## src/rtl/t06_lcd_pkg.sv

```systemverilog
// rtl/t06_lcd_pkg.sv - command codes, FSM states and RGB565 field helpers for the 8080 bus receiver
package t06_lcd_pkg;

  localparam logic [7:0] CMD_SWRESET = 8'h01;
  localparam logic [7:0] CMD_CASET   = 8'h2A;
  localparam logic [7:0] CMD_PASET   = 8'h2B;
  localparam logic [7:0] CMD_RAMWR   = 8'h2C;
  localparam logic [7:0] CMD_MADCTL  = 8'h36;

  typedef enum logic [2:0] {
    IDLE,
    CASET_P,
    PASET_P,
    RAMWR,
    MADCTL_P
  } lcd_state_e;

  localparam int RGB_R_MSB = 15;
  localparam int RGB_R_LSB = 11;
  localparam int RGB_G_MSB = 10;
  localparam int RGB_G_LSB = 5;
  localparam int RGB_B_MSB = 4;
  localparam int RGB_B_LSB = 0;

  // Exchanges the red and blue fields, leaving green in place.
  function automatic logic [15:0] rgb565_swap_rb(input logic [15:0] c);
    return {c[RGB_B_MSB:RGB_B_LSB], c[RGB_G_MSB:RGB_G_LSB], c[RGB_R_MSB:RGB_R_LSB]};
  endfunction

endpackage

```

## src/rtl/t06_bus_sync.sv

```systemverilog
// rtl/t06_bus_sync.sv - aligned flop chains for {wr, dcx, d} plus synchronized wr rising-edge strobe
module t06_bus_sync #(
  parameter int SYNC_STAGES = 2
) (
  input  logic       clk,
  input  logic       nrst,
  input  logic       wr_in,
  input  logic       dcx_in,
  input  logic [7:0] d_in,
  output logic       strobe,
  output logic       dcx_s,
  output logic [7:0] d_s
);

  logic [9:0] sync_q [SYNC_STAGES];
  logic       wr_prev_q;

  // All bus lines share one chain so data and dcx arrive with their strobe.
  always_ff @(posedge clk or negedge nrst) begin
    if (!nrst) begin
      for (int i = 0; i < SYNC_STAGES; i++) sync_q[i] <= '0;
      wr_prev_q <= 1'b0;
    end else begin
      sync_q[0] <= {wr_in, dcx_in, d_in};
      for (int i = 1; i < SYNC_STAGES; i++) sync_q[i] <= sync_q[i-1];
      wr_prev_q <= sync_q[SYNC_STAGES-1][9];
    end
  end

  assign strobe = sync_q[SYNC_STAGES-1][9] & ~wr_prev_q;
  assign dcx_s  = sync_q[SYNC_STAGES-1][8];
  assign d_s    = sync_q[SYNC_STAGES-1][7:0];

endmodule

```

## src/rtl/t06_lcd8080_rx.sv

```systemverilog
// rtl/t06_lcd8080_rx.sv - 8080 LCD bus receiver decoding CASET/PASET/RAMWR/SWRESET into pixels; T06_LCDRX_MADCTL_EN adds BGR swap
module t06_lcd8080_rx
  import t06_lcd_pkg::*;
#(
  parameter int X_W         = 9,
  parameter int Y_W         = 9,
  parameter int SYNC_STAGES = 2
) (
  input  logic           clk,
  input  logic           nrst,
  input  logic           enable,
  input  logic [7:0]     d_in,
  input  logic           wr_in,
  input  logic           dcx_in,
  output logic           px_valid,
  output logic [X_W-1:0] px_x,
  output logic [Y_W-1:0] px_y,
  output logic [15:0]    px_color,
  output logic           frame_done,
  output logic           busy
);

  localparam logic [X_W-1:0] X_ONE = 1;
  localparam logic [Y_W-1:0] Y_ONE = 1;

  logic       strobe;
  logic       dcx_s;
  logic [7:0] d_s;

  t06_bus_sync #(.SYNC_STAGES(SYNC_STAGES)) u_sync (
    .clk    (clk),
    .nrst   (nrst),
    .wr_in  (wr_in),
    .dcx_in (dcx_in),
    .d_in   (d_in),
    .strobe (strobe),
    .dcx_s  (dcx_s),
    .d_s    (d_s)
  );

  lcd_state_e     state_q;
  logic [1:0]     pcnt_q;
  logic [23:0]    pbuf_q;
  logic [X_W-1:0] sc_q, ec_q, x_q, px_x_q;
  logic [Y_W-1:0] sp_q, ep_q, y_q, px_y_q;
  logic [7:0]     hi_q;
  logic           half_q;
  logic           px_valid_q, frame_done_q;
  logic [15:0]    px_color_q;

  logic           stb;
  logic [15:0]    start16, end16, pixel16, color_d;

  assign stb     = strobe & enable;
  assign start16 = pbuf_q[23:8];
  assign end16   = {pbuf_q[7:0], d_s};
  assign pixel16 = {hi_q, d_s};

`ifdef T06_LCDRX_MADCTL_EN
  logic bgr_q;
  assign color_d = bgr_q ? rgb565_swap_rb(pixel16) : pixel16;
`else
  assign color_d = pixel16;
`endif

  always_ff @(posedge clk or negedge nrst) begin
    if (!nrst) begin
      state_q      <= IDLE;
      pcnt_q       <= 2'd0;
      pbuf_q       <= '0;
      sc_q         <= '0;
      ec_q         <= '1;
      sp_q         <= '0;
      ep_q         <= '1;
      x_q          <= '0;
      y_q          <= '0;
      hi_q         <= '0;
      half_q       <= 1'b0;
      px_valid_q   <= 1'b0;
      frame_done_q <= 1'b0;
      px_x_q       <= '0;
      px_y_q       <= '0;
      px_color_q   <= '0;
`ifdef T06_LCDRX_MADCTL_EN
      bgr_q        <= 1'b0;
`endif
    end else begin
      px_valid_q   <= 1'b0;
      frame_done_q <= 1'b0;
      if (stb) begin
        if (!dcx_s) begin
          // A command always abandons partial parameters and half pixels.
          pcnt_q <= 2'd0;
          half_q <= 1'b0;
          case (d_s)
            CMD_CASET: state_q <= CASET_P;
            CMD_PASET: state_q <= PASET_P;
            CMD_RAMWR: begin
              state_q <= RAMWR;
              x_q     <= sc_q;
              y_q     <= sp_q;
            end
            CMD_SWRESET: begin
              state_q <= IDLE;
              sc_q    <= '0;
              ec_q    <= '1;
              sp_q    <= '0;
              ep_q    <= '1;
`ifdef T06_LCDRX_MADCTL_EN
              bgr_q   <= 1'b0;
`endif
            end
`ifdef T06_LCDRX_MADCTL_EN
            CMD_MADCTL: state_q <= MADCTL_P;
`endif
            default: state_q <= IDLE;
          endcase
        end else begin
          case (state_q)
            CASET_P, PASET_P: begin
              pbuf_q <= {pbuf_q[15:0], d_s};
              pcnt_q <= pcnt_q + 2'd1;
              if (pcnt_q == 2'd3) begin
                if (state_q == CASET_P) begin
                  sc_q <= start16[X_W-1:0];
                  ec_q <= end16[X_W-1:0];
                end else begin
                  sp_q <= start16[Y_W-1:0];
                  ep_q <= end16[Y_W-1:0];
                end
                state_q <= IDLE;
              end
            end
            RAMWR: begin
              if (!half_q) begin
                hi_q   <= d_s;
                half_q <= 1'b1;
              end else begin
                half_q       <= 1'b0;
                px_valid_q   <= 1'b1;
                px_x_q       <= x_q;
                px_y_q       <= y_q;
                px_color_q   <= color_d;
                frame_done_q <= (x_q == ec_q) && (y_q == ep_q);
                if (x_q == ec_q) begin
                  x_q <= sc_q;
                  y_q <= (y_q == ep_q) ? sp_q : y_q + Y_ONE;
                end else begin
                  x_q <= x_q + X_ONE;
                end
              end
            end
            MADCTL_P: begin
`ifdef T06_LCDRX_MADCTL_EN
              bgr_q <= d_s[3];
`endif
              state_q <= IDLE;
            end
            default: ;
          endcase
        end
      end
    end
  end

  assign px_valid   = px_valid_q;
  assign px_x       = px_x_q;
  assign px_y       = px_y_q;
  assign px_color   = px_color_q;
  assign frame_done = frame_done_q;
  assign busy       = (state_q == RAMWR);

endmodule
```

## config.mk

```make
export PLATFORM = sky130hd
export DESIGN_NAME = t06_lcd8080_rx
export DESIGN_NICKNAME = d
export VERILOG_FILES = /design/src/rtl/t06_lcd_pkg.sv /design/src/rtl/t06_bus_sync.sv /design/src/rtl/t06_lcd8080_rx.sv
export SDC_FILE = /design/constraint.sdc
export NUM_CORES = 1
export LEC_CHECK = 0
export ABC_AREA = 1
export BUFFER_PORTS_ARGS = -buffer_cell sky130_fd_sc_hd__buf_4
export CAP_MARGIN = 20
export CORE_MARGIN = 3
export CORE_UTILIZATION = 59
export CTS_BUF_LIST = sky130_fd_sc_hd__clkbuf_4 sky130_fd_sc_hd__clkbuf_8 sky130_fd_sc_hd__clkbuf_16
export CTS_CLUSTER_SIZE = 20
export DETAILED_ROUTE_END_ITERATION = 10
export PLACE_DENSITY_LB_ADDON = 0.15
export SETUP_SLACK_MARGIN = 0.2
export SYNTH_ARGS = -nofsm -noshare
export SYNTH_HDL_FRONTEND = slang
export SYNTH_SLANG_ARGS = --single-unit
export TNS_END_PERCENT = 30
```

## constraint.sdc

```tcl
create_clock -name clk -period 1.9 [get_ports clk]
set_input_delay 0.38 -clock clk [delete_from_list [all_inputs] [get_ports clk]]
set_output_delay 0.38 -clock clk [all_outputs]
set_load 0.02 [all_outputs]
```

==> flow_metrics.tcl, run 1 <==
set metrics [dict create \
    placed_cell_area_um2 6550 \
    critPathRequiredTime_ns 2.35 \
    p_per_area_nw_per_um2 1050 \
    grt.total_usage 0.251 \
    finalCriticalPeriod_ns 1.74 \
    tns_ns 0 \
    critPathArrivalTime_ns 2.19 \
    dp_hpwl_um 9170 \
    syn_inst 645 \
    dieArea_um2 11400 \
    yosysSeqAreaShare 0.593 \
    antenna_found_initial 0 \
    fin_crit_sh 0.915 \
    grt_overflow_total 0 \
    routedWlPerCell_um 16.4 \
    grt_setup_unrepaired "true" \
    syn_avg_cell_area_um2 9.28 \
    portBuffers 49 \
    fmax_ghz 0.575 \
    n_antenna_cell 0 \
    drt_wl_total_um 14400 \
    start_util 0.610 \
    p_leak_nw 3.76 \
    worst-path-max-fanout 7 \
    htree_levels 4 \
    grt_pass1_wl_um 22400 \
    seqPwrFrac 0.465 \
    yosys-top-cells-count "nand2_1, dfrtp_1, o21ai_0" \
    cts.sinks 141 \
    setup_viol 0 \
    cts_tree "done" \
    netSwitchingFraction 0.264 \
    status "complete, no violations" \
    clk_latency_ns 0.52 \
    ys.warnings.count 0 \
    core-area_um2 9820 \
    die_h_um 107 \
    synth_area_leaders "dfrtp_1, nand2_1, dfstp_2" \
    synth_top_area_share 0.514 \
    area_growth_pct 28.1 \
    post-route-cell-area_um2 7660 \
    clk_pin_slew_ns 0.06 \
    synth_area_leader_cell "dfrtp_1" \
    grt_pass1_vias 4550 \
    cap_violations 0 \
    drive_above_1_share 0.256 \
    drtIter0Drc 362 \
    synthArstFlopShare 1.00 \
    worstSetupEndpointType "flip-flop" \
    yosys.cell_count.top_type "nand2_1" \
    ys.flop_type "dfrtp_1" \
    cts_buffer_depth 2 \
    skew_ns 0.00811 \
    fin_nets 747 \
    ys_types 34 \
    critical_path.startpoint_type "flip-flop" \
    p_int_w 0.00591 \
    ys_ff_latch 141 \
    clockRootBuffer "clkbuf_8" \
    power.share.clock 0.411 \
    max-vdd-ir-drop_mv 0.692 \
    grt_max_degree 46 \
    power_frac_comb 0.124 \
    tightest_slew_ns 0.479 \
    layout.cells.non_filler 875 \
    worst-setup-path-type "flip-flop to flip-flop" \
    syn-num-nets 663 \
    globalplace.congestion 0.919 \
    boundaryPins 50 \
    p_sw_w 0.00212 \
    hp-class "primary input to async pin" \
    slew_viol_final 0 \
    dp.cells 818 \
    syn_area_um2 5990 \
    rows 36 \
    firstDrtPassIters 6 \
    drc 0 \
    slew_headroom 0.679 \
    hold_viol_final 0 \
    synth_edf_count 0 \
    die_w_um 107 \
    vias 4817 \
    cts_buffers 17 \
    ant_nets 0 \
    viasPerCell 5.51 \
]
==> kinds of logic after synthesis <==
logic type      Yosys count  synth area share
mux                       7            0.0132
xor+xnor                 24            0.0351
simple gates            307             0.217
compound gates           85            0.0757
fa+ha+maj                 5            0.0105
buf+inv                  76            0.0556
flops                   141             0.593
==> path summary, 6_finish.rpt <==
path / start / end / slack (ns) / cells past startpoint
max: ec_q[1]$_DFFE_PN1P_ / x_q[2]$_DFFE_PN0P_ / 0.16 / 8
min: nrst / px_color[12]$_DFFE_PN0P_ / 0.34 / 2
max reg2reg: ec_q[1]$_DFFE_PN1P_ / x_q[2]$_DFFE_PN0P_ / 0.16 / 8
min reg2reg: u_sync.sync_q[16]$_DFF_PN0_ / u_sync.d_s[6]$_DFF_PN0_ / 0.35 / 0
max in group asynchronous: nrst / ep_q[7]$_DFFE_PN1P_ / 0.94 / 3
min in group clk: enable / pcnt_q[1]$_DFFE_PN0P_ / 0.35 / 5
==> power by group through the flow <==
| stage | Clock [W] | Combinational, W | Sequential (W) |
|---|---|---|---|
| 3_3_place_gp | 0 | 0.000839 | 0.00374 |
| 4_1_cts | 0.00333 | 0.000909 | 0.00371 |
| 5_1_grt | 0.00349 | 0.00112 | 0.00377 |
| 2_1_floorplan | 0 | 0.000640 | 0.00365 |
| 6_report | 0.00330 | 0.000999 | 0.00374 |
| 3_5_place_dp | 0 | 0.000871 | 0.00376 |
==> cell usage in the layout (no fill, tap or decap), types with 5 or more instances in the layout <==
master and count:
dlygate4sd3_1 11, nand3_2 10, inv_2 8, xnor2_1 14
buf_4 68, clkinvlp_4 6, buf_6 7, dfstp_2 18
nor2_1 17, nand3_1 29, o21ai_1 11, xor2_1 9
dfrtp_1 122, clkbuf_16 20, nand2_2 6, nand2_1 214
nand2_4 5, nand4_1 12, inv_1 37, mux2_2 7
o21ai_0 66
==> area by class of cell <==
type,count,area [um2]
sequential,141,3550
fill,663,2150
clock buffer,19,435
clock inverter,13,166
timing repair buffer,95,895
tap,133,166
inverter,46,178
multi-input combinational,428,2270
==> through the flow <==
step | setup WS (ns) | hold WS (ns) | utilization | total power, W
finish | 0.161 | 0.343 | 0.781 | 0.00803
global route | 0.103 | 0.354 | 0.781 | 0.00839
CTS | 0.179 | 0.333 | 0.742 | 0.00796
detailed placement | 0.119 | 0.306 | 0.667 | 0.00463
global placement | 0.179 | 0.306 | 0.667 | 0.00458
floorplan | 0.286 | 0.0844 | - | 0.00429
==> per-layer routing <==
metal,wire length (um),share of wire,global-route usage
met1,6190,0.43,0.360
met2,6860,0.48,0.389
met3,1060,0.074,0.0590
met4,257,0.018,0.0721
met5,0,0,0
==> repair_timing <==
item,4_1_cts,5_1_grt
setup buffers,1,6
hold endpoints to repair,43,0
gates cloned,0,7
endpoints found under the setup margin,25,85
pin swaps,1,16
hold buffers,11,0
resized for setup,3,55
==> worst max-delay path, cell delays in order, from the launching register on <==
cell	delay, ns
dfstp_2	0.56
xnor2_2	0.12
nand3_1	0.14
nor2_2	0.16
nand2_2	0.13
a21oi_4	0.22
clkbuf_16	0.19
nand2_1	0.07
nand3_1	0.07
==> sequential cells by signal (all words and copies together), names as in the netlist, 2 cells and up <==
name,cells
pbuf_q,17
px_color,16
u_sync.sync_q,11
ec_q,9
ep_q,9
px_x,9
px_y,9
sc_q,9
sp_q,9
x_q,9
y_q,9
hi_q,8
u_sync.d_s,8
pcnt_q,2
state_q,2
Note: power is estimated with default switching activity, not from simulation.
==> run 2, diff against run 1 <==
--- a/config.mk
+++ b/config.mk
@@ -13,6 +13,8 @@
 export CTS_BUF_LIST = sky130_fd_sc_hd__clkbuf_4 sky130_fd_sc_hd__clkbuf_8 sky130_fd_sc_hd__clkbuf_16
 export CTS_CLUSTER_SIZE = 20
 export DETAILED_ROUTE_END_ITERATION = 10
+export GPL_ROUTABILITY_DRIVEN = 0
+export MAX_ROUTING_LAYER = met4
 export PLACE_DENSITY_LB_ADDON = 0.15
 export SETUP_SLACK_MARGIN = 0.2
 export SYNTH_ARGS = -nofsm -noshare
==> run 2 against run 1 <==
Clock skew rose by 0.0021 ns. Worst setup slack got worse by 0.034 ns. Count of clock-buffer cells in the layout did not move. Design area fell by 1.6%. Sequential cell count did not move. Routed wire length fell by 3.6%. Utilization fell by 1.2 points. Largest power group unchanged.
==> flow_metrics.tcl, run 2 (synthesis results as in run 1) <==
set metrics [dict create \
    worstSetupStartpoint "u_sync.d_s[1]$_DFF_PN0_" \
    status "complete, no violations" \
    vias 4721 \
    setup.worst_path.end "ec_q[1]$_DFFE_PN1P_" \
    firstDrtPassIters 5 \
    grt_max_degree 48 \
    dieArea_um2 11400 \
    start_util 0.610 \
    p_leak_nw 3.71 \
    cts_tree "done" \
    dr_wl_met2_um 6660 \
    nFillCells 665 \
    netSwitchingFraction 0.273 \
    drtIter0Drc 416 \
    portBuffers 49 \
    clk_latency_ns 0.53 \
    grt.total_usage 0.263 \
    cts_buffer_depth 2 \
    cap_violations 0 \
    highest_layer "met4" \
    grt_pass1_wl_um 22700 \
    critical_path.startpoint_type "flip-flop" \
    grt_pass1_vias 4573 \
    slew_viol_final 0 \
    wl_met3_um 801 \
    tightest_slew_ns 0.447 \
    drt-met1-wl_um 6100 \
    hp-class "flip-flop to flip-flop" \
    ant_nets 0 \
    area_growth_pct 26.1 \
    fin_nets 750 \
    max-vdd-ir-drop_mv 0.871 \
    core-area_um2 9820 \
    grt_setup_unrepaired "true" \
    largest_reg_flops 17 \
    slew_headroom 0.702 \
    die_w_um 107 \
    routedWlPerCell_um 15.8 \
    power.share.clock 0.401 \
    clockRootBuffer "clkbuf_8" \
    total_power_w 0.00780 \
    antenna_found_initial 1 \
    final_cell_mix "nand2_1, dfrtp_1, buf_4" \
    power_frac_comb 0.123 \
    worst-setup-path-type "flip-flop to flip-flop" \
    worstSetupEndpointType "flip-flop" \
    p_int_w 0.00567 \
    reg2reg_to "ec_q[1]$_DFFE_PN1P_" \
    p_sw_w 0.00213 \
    boundaryPins 50 \
    dp.cells 818 \
    setup_viol 0 \
    worst-path-max-fanout 18 \
    r2r_cells 8 \
    fin_crit_sh 0.933 \
    cts.sinks 141 \
    mostFrequentLayoutCell "nand2_1" \
    seqPwrFrac 0.476 \
    die_h_um 107 \
    rows 36 \
    hold_viol_final 0 \
    clk_pin_slew_ns 0.06 \
    critPathArrivalTime_ns 2.21 \
    fmax_ghz 0.564 \
    viasPerCell 5.37 \
    cts_buffers 17 \
    drt_wl_total_um 13900 \
    drc 0 \
    layout.cells.non_filler 879 \
    drive_above_1_share 0.236 \
    finalCriticalPeriod_ns 1.77 \
    skew_ns 0.0103 \
    grt_overflow_total 0 \
    p_per_area_nw_per_um2 1030 \
    htree_levels 4 \
    critPathRequiredTime_ns 2.33 \
    reg2reg_from "u_sync.d_s[1]$_DFF_PN0_" \
    dp_hpwl_um 9130 \
    tns_ns 0 \
    top_register "pbuf_q" \
    r2r_setup_slack_ns 0.13 \
]
run 2: changes by cell type in the layout (fill, tap and decap cells not counted), moves of 4 or more:
| cell | before | now |
|---|---|---|
| nand3_2 | 10 | 1 |
| o21ai_1 | 11 | 6 |
| inv_6 | 1 | 5 |
| o21ai_0 | 66 | 72 |
| buf_6 | 7 | 1 |
| nand3_1 | 29 | 38 |
| buf_4 | 68 | 77 |
| nand2_1 | 214 | 220 |
run 2: worst min-delay path by stage:
stage	start	slack [ns]	cells past startpoint	endpoint
after floorplan	nrst	0.08	0	frame_done$_DFF_PN0_
after global placement	u_sync.sync_q[19]$_DFF_PN0_	0.33	0	u_sync.sync_q[9]$_DFF_PN0_
after detailed placement	u_sync.sync_q[14]$_DFF_PN0_	0.33	0	u_sync.d_s[4]$_DFF_PN0_
after CTS	enable	0.34	5	pcnt_q[1]$_DFFE_PN0P_
after global routing	u_sync.sync_q[16]$_DFF_PN0_	0.36	0	u_sync.d_s[6]$_DFF_PN0_
final	u_sync.sync_q[17]$_DFF_PN0_	0.35	0	u_sync.d_s[7]$_DFF_PN0_
run 2: per-stage QoR:
| stage | instance area (um2) | worst slack [ns] | hold WS [ns] | util |
|---|---|---|---|---|
| 2_1_floorplan | 5990 | 0.286 | 0.0844 | - |
| 3_3_place_gp | 6570 | 0.175 | 0.332 | 0.669 |
| 3_5_place_dp | 6570 | 0.0358 | 0.335 | 0.669 |
| 4_1_cts | 7280 | 0.178 | 0.345 | 0.741 |
| 5_1_grt | 7550 | 0.122 | 0.360 | 0.768 |
| 6_report | 7550 | 0.127 | 0.351 | 0.768 |
run 2: repair_timing:
item                                    in CTS  in global routing
hold buffers                                11                  0
gates cloned                                 0                  3
pin swaps                                    1                  7
endpoints found under the setup margin      65                 98
buffers inserted                             1                 13
endpoints found under the hold margin       44                  0
resized for setup                            6                 26
run 2: critical path, cell delays in order (launching register included):
cell and delay (ns):
dfrtp_1 0.41, inv_1 0.11, buf_4 0.16, nand4_1 0.13, o21ai_2 0.26, o211ai_4 0.19
clkbuf_16 0.22, nand2_1 0.09, o21ai_0 0.11
run 2: per-layer routing:
metal,vias up,global-route usage
li1,2250,-
met1,2261,0.367
met2,179,0.392
met3,31,0.0512
met4,0,0.0932
met5,-,-
run 2: cell type report:
class                      instances  area [um2]  area share
inverter                          46         181      0.0240
sequential                       141        3560       0.471
tap                              133         166      0.0221
multi-input combinational        428        2170       0.288
clock inverter                    13         130      0.0172
antenna                            1        2.50    0.000332
timing repair buffer              98         895       0.119
clock buffer                      19         442      0.0585
run 2: power groups by stage:
stage	logic, W	clock network (W)	registers (W)
3_3_place_gp	0.000840	0	0.00374
6_report	0.000959	0.00312	0.00372
4_1_cts	0.000918	0.00317	0.00370
5_1_grt	0.00110	0.00331	0.00376
2_1_floorplan	0.000640	0	0.00365
3_5_place_dp	0.000876	0	0.00375
